**config.mk**
```make
export PLATFORM = sky130hd
export DESIGN_NAME = fetch_sequencer
export DESIGN_NICKNAME = d
export VERILOG_FILES = /design/src/rtl/fetch_sequencer.sv
export SDC_FILE = /design/constraint.sdc
export NUM_CORES = 1
export LEC_CHECK = 0
export CAP_MARGIN = 20
export CELL_PAD_IN_SITES_DETAIL_PLACEMENT = 1
export CELL_PAD_IN_SITES_GLOBAL_PLACEMENT = 1
export CORE_MARGIN = 3
export CORE_UTILIZATION = 40
export DETAILED_ROUTE_END_ITERATION = 10
export PLACE_DENSITY_LB_ADDON = 0.3
export SYNTH_ARGS = -nofsm -noshare
export SYNTH_HDL_FRONTEND = slang
export SYNTH_SLANG_ARGS = --single-unit
```
**constraint.sdc**
```tcl
create_clock -name clk -period 9.2 [get_ports clk]
set_input_delay 2.3 -clock clk [delete_from_list [all_inputs] [get_ports clk]]
set_output_delay 2.3 -clock clk [all_outputs]
set_load 0.05 [all_outputs]
```
**src/rtl/fetch_sequencer.sv**
```systemverilog
// fetch_sequencer -- fetch/execute sequencer with branch next-PC, fetch timeout and misalignment halt.
// Revision 1.0
`default_nettype none

module fetch_sequencer #(
  parameter logic [31:0] RESET_PC = 32'h0000_0000,
  parameter int          TIMEOUT  = 16
) (
  input  logic        clk,
  input  logic        rst_n,
  output logic        imem_req,
  output logic [31:0] imem_addr,
  input  logic        imem_ack,
  input  logic [31:0] imem_rdata,
  output logic [31:0] Instruccion,
  output logic        instr_valid,
  input  logic        ex_done,
  input  logic        Cero,
  output logic [31:0] PC,
  output logic [31:0] retired,
  output logic        fault
);

  localparam int CW = $clog2(TIMEOUT + 1);
  localparam logic [6:0] OPC_BRANCH = 7'b1100011;

  typedef enum logic [1:0] {
    IDLE  = 2'd0,
    FETCH = 2'd1,
    EXEC  = 2'd2,
    HALT  = 2'd3
  } state_t;

  state_t        state;
  logic [CW-1:0] wait_cnt;
  logic [CW-1:0] cnt_inc;
  logic [31:0]   imm_b;
  logic [31:0]   next_pc;

  assign imem_addr = PC;
  assign cnt_inc   = wait_cnt + CW'(1);

  always_comb begin
    imm_b = {{19{Instruccion[31]}}, Instruccion[31], Instruccion[7],
             Instruccion[30:25], Instruccion[11:8], 1'b0};
    // Taken only when the ALU reports non-zero; wrap past 2^32 is intentional.
    if ((Instruccion[6:0] == OPC_BRANCH) && !Cero)
      next_pc = PC + imm_b;
    else
      next_pc = PC + 32'd4;
  end

  always_ff @(posedge clk or negedge rst_n) begin
    if (!rst_n) begin
      state       <= IDLE;
      PC          <= RESET_PC;
      Instruccion <= '0;
      imem_req    <= 1'b0;
      instr_valid <= 1'b0;
      fault       <= 1'b0;
      retired     <= '0;
      wait_cnt    <= '0;
    end else begin
      case (state)
        IDLE: begin
          state    <= FETCH;
          imem_req <= 1'b1;
          wait_cnt <= '0;
        end
        FETCH: begin
          if (imem_ack) begin
            Instruccion <= imem_rdata;
            imem_req    <= 1'b0;
            instr_valid <= 1'b1;
            state       <= EXEC;
          end else if (cnt_inc == CW'(TIMEOUT)) begin
            wait_cnt <= cnt_inc;
            imem_req <= 1'b0;
            fault    <= 1'b1;
            state    <= HALT;
          end else begin
            wait_cnt <= cnt_inc;
          end
        end
        EXEC: begin
          if (ex_done) begin
            PC          <= next_pc;
            retired     <= retired + 32'd1;
            instr_valid <= 1'b0;
            wait_cnt    <= '0;
            // A misaligned target still commits PC and retired, then stops fetching.
            if (next_pc[1:0] != 2'b00) begin
              fault <= 1'b1;
              state <= HALT;
            end else begin
              imem_req <= 1'b1;
              state    <= FETCH;
            end
          end
        end
        HALT: begin
          imem_req    <= 1'b0;
          instr_valid <= 1'b0;
          fault       <= 1'b1;
        end
        default: begin
          state <= IDLE;
        end
      endcase
    end
  end

endmodule

`default_nettype wire

```
==> results.sh <==
export IMPL_cp_start_kind="input port"
export IMPL_hold_viol_final=0
export IMPL_ys_seq_area_frac=0.3930
export IMPL_r2r_worst_path_cells=12
export IMPL_die_area_mm2=0.01830
export IMPL_grt_remaining_overflow=0
export IMPL_routed_wl_mm=20.34
export IMPL_p_leak_nw=3.630
export IMPL_cts_sink_count=105
export IMPL_numCtsBuffers=9
export IMPL_r2r_slack_ns=5.62
export IMPL_ant_nets=0
export IMPL_crit_required_ns=9.44
export IMPL_rr_startpoint="PC[1]"
export IMPL_syn_to_final_growth_pct=28.97
export IMPL_ys_ff_latch=105
export IMPL_report_final_slew_viol_count=0
export IMPL_antenna_found_initial=0
export IMPL_crit_end="retired[28]"
export IMPL_die_w_um=135.3
export IMPL_final_util=0.5350
export IMPL_cp_top_family="simple AND/OR/NAND/NOR gates"
export IMPL_ys_flop_type="dfrtp_1"
export IMPL_core_area_mm2=0.01612
export IMPL_clkPwrFrac=0.166
export IMPL_fill_cells=1840
export IMPL_setup_violations=0
export IMPL_portBuffers=165
export IMPL_synth_distinct_cells=68
export IMPL_grt_util_all_layers=0.2246
export IMPL_grt_pass1_vias=6518
export IMPL_rsz0062_at_grt="no"
export IMPL_max_stage_delay_ns=0.56
export IMPL_die_y_um=135.3
export IMPL_async_reset_ff_frac=1.000
export IMPL_criticalPathCategory="input port to register"
export IMPL_max_slew_margin=0.3604
export IMPL_fin_tns_setup_ns=0
export IMPL_vias=6009
export IMPL_drt_iter0_drc=199
export IMPL_root_buffer="clkbuf_16"
export IMPL_tritoncts="yes"
export IMPL_grt_pass1_wl_mm=33.49
export IMPL_ios=168
export IMPL_grt_start_max_net_pins=73
export IMPL_finalNetCount=929
export IMPL_wl_per_cell_um=18.92
export IMPL_clock_fmax_mhz=210.8
export IMPL_num_antenna_cells=0
export IMPL_firstDrtPassIters=5
export IMPL_combPwrFrac=0.565
export IMPL_viasPerCell=5.590
export IMPL_rows=46
export IMPL_p_int_mw=1.335
export IMPL_startpoint="ex_done"
export IMPL_synth_top_area_cell="dfrtp_1"
export IMPL_arrival_ns=4.98
export IMPL_fin_worst_skew_ns=0.008703
export IMPL_power_density_mw_per_mm2=297.1
export IMPL_path_cells="clkdlybuf4s50_1 > and2_1 > buf_4 > nand4_1 > nor2_1 > and3_1 > inv_1 > nor4_1 > nand3_1 > xnor2_1"
export IMPL_fin_area_mm2=0.008622
export IMPL_drc_errors=0
export IMPL_status="complete, no violations"
export IMPL_crit_fanout=33
export IMPL_min_period_ns=4.743
export IMPL_synth_top_area_frac=0.3930
export IMPL_yosys_top_cells_area="dfrtp_1 39%, ha_1 6.9%, a21oi_1 5.8%"
export IMPL_path_depth=10
export IMPL_cp_end_kind="register"
export IMPL_synth_area_per_cell_um2=9.234
export IMPL_pwr_share_seq=0.269
export IMPL_maxCapViolCount=0
export IMPL_dpl_instance_area_mm2=0.008297
export IMPL_gp_congestion=0.8091
export IMPL_yosysWarningCount=0
export IMPL_finalCritPeriodShare=0.5155
export IMPL_swShare=0.4789
export IMPL_drive_gt1_frac=0.07800
export IMPL_start_util=0.4148
export IMPL_postCtsHoldBufs=0
export IMPL_critical_path_slowest_cell="clkdlybuf4s50_1"
export IMPL_syn_inst=724
export IMPL_clk_path_buf_depth=2
export IMPL_cts_setup_buffers=0
export IMPL_post_cts_resized=0
export IMPL_dp_hpwl_mm=15.29
export IMPL_cts_max_level=3
export IMPL_clkSlewWorstSetupHoldPaths_ns=0.07
export IMPL_clk_latency_ns=0.36
export IMPL_ir_worst_vdd_mv=0.2927
export IMPL_r2r_end="PC[27]"
export IMPL_tightest_slew_ns=0.9595
export IMPL_hold_class="register to register"
export IMPL_synth_edf_count=0
export IMPL_syn_cell_area_mm2=0.006685
export IMPL_critPathBufInv=3
export IMPL_switchingPower_mw=1.227
-- per-stage QoR --
stage               power, mW  instances  worst slack, ns  hold WS, ns
finish                  2.561       1075            4.457       0.4910
global route            2.716       1075            4.225       0.5142
CTS                     2.584       1075            4.483       0.4998
detailed placement      2.137       1059            4.117       0.4640
global placement        2.087       1059            4.261       0.4674
floorplan               1.699        725            5.113       0.5011
-- layout make-up --
type                            count  area, um2  share of cell area
Clock inverter                      7      100.1             0.01161
Sequential cell                   105       2628              0.3047
Tap cell                          216      270.3             0.03135
Multi-Input combinational cell    550       3641              0.4223
Timing Repair Buffer              171       1694              0.1965
Inverter                           17      63.81            0.007401
Clock buffer                        9      225.2             0.02612
-- synthesized netlist by cell type (all sizes together), types with 4 or more instances --
master	instances
dfrtp	105
a21oi	78
nand2	71
nor2	54
o21ai	47
xnor2	41
buf	40
ha	37
nand3	34
mux2	32
xor2	19
inv	17
a21o	15
nand4	14
clkbuf	11
and3	9
nor3	9
o22ai	8
nor2b	7
o211ai	6
a211oi	5
nand2b	5
or3	5
nor4	4
-- flip-flops by register name, indices dropped and copies added (netlist names) --
signal       count
PC              31
instr_valid      1
fault            1
Instruccion     32
wait_cnt         5
imem_req         1
retired         32
state            2
-- logic make-up (layout without fill, tap and decap cells) --
family / after synthesis / count (layout) / share of synthesized area
flip-flops: 105 / 105 / 0.3930
AND/OR/NAND/NOR: 225 / 225 / 0.1595
XOR/XNOR: 60 / 60 / 0.07861
adder cells (fa/ha/maj): 38 / 38 / 0.07224
multiplexers: 34 / 34 / 0.05690
other: 1 / 2 / 0.0005609
AO/OA/AOI/OAI: 191 / 191 / 0.1763
buffers and inverters: 70 / 204 / 0.06289
-- per-layer routing --
layer	vias to the layer above	global-route usage	share of wire
li1	2820	-	-
met5	-	0	0
met3	21	0.05535	0.051
met1	3008	0.2694	0.41
met2	160	0.4065	0.52
met4	0	0.05039	0.017
-- how the worst min path moves through the flow --
stage                           start           to  cells after the start
after floorplan           wait_cnt[4]  wait_cnt[4]                      2
after global placement    retired[31]  retired[31]                      1
after detailed placement        fault        fault                      1
after CTS                    imem_req     imem_req                      1
after global routing         imem_req     imem_req                      1
final                        imem_req     imem_req                      1
-- cells in the final DEF, fill, tap and decap left out, types with 3 or more instances in the layout --
cell type,n
and4_1,3
nor2_1,54
xor2_1,19
and2_1,3
a211oi_1,5
buf_4,7
nand2b_1,5
a21oi_1,78
nand2_1,71
mux2_2,32
clkbuf_16,9
a21o_1,13
ha_1,37
inv_1,17
o211ai_1,6
o21ai_0,46
and3_1,8
or3_1,5
clkdlybuf4s50_1,164
a22oi_1,3
nor4_1,3
xnor2_1,41
o31ai_1,3
dfrtp_1,105
nor3_1,9
nor2b_1,7
nand3_1,34
nand4_1,14
o22ai_1,8
-- power groups by stage --
| stage | clock, mW | sequential [mW] | combinational [mW] |
|---|---|---|---|
| floorplan | 0 | 1.03 | 0.664 |
| global route | 0.453 | 0.709 | 1.55 |
| CTS | 0.436 | 0.692 | 1.46 |
| global placement | 0 | 0.687 | 1.40 |
| finish | 0.425 | 0.689 | 1.45 |
| detailed placement | 0 | 0.697 | 1.44 |
Note: power is estimated with default switching activity, not from simulation.
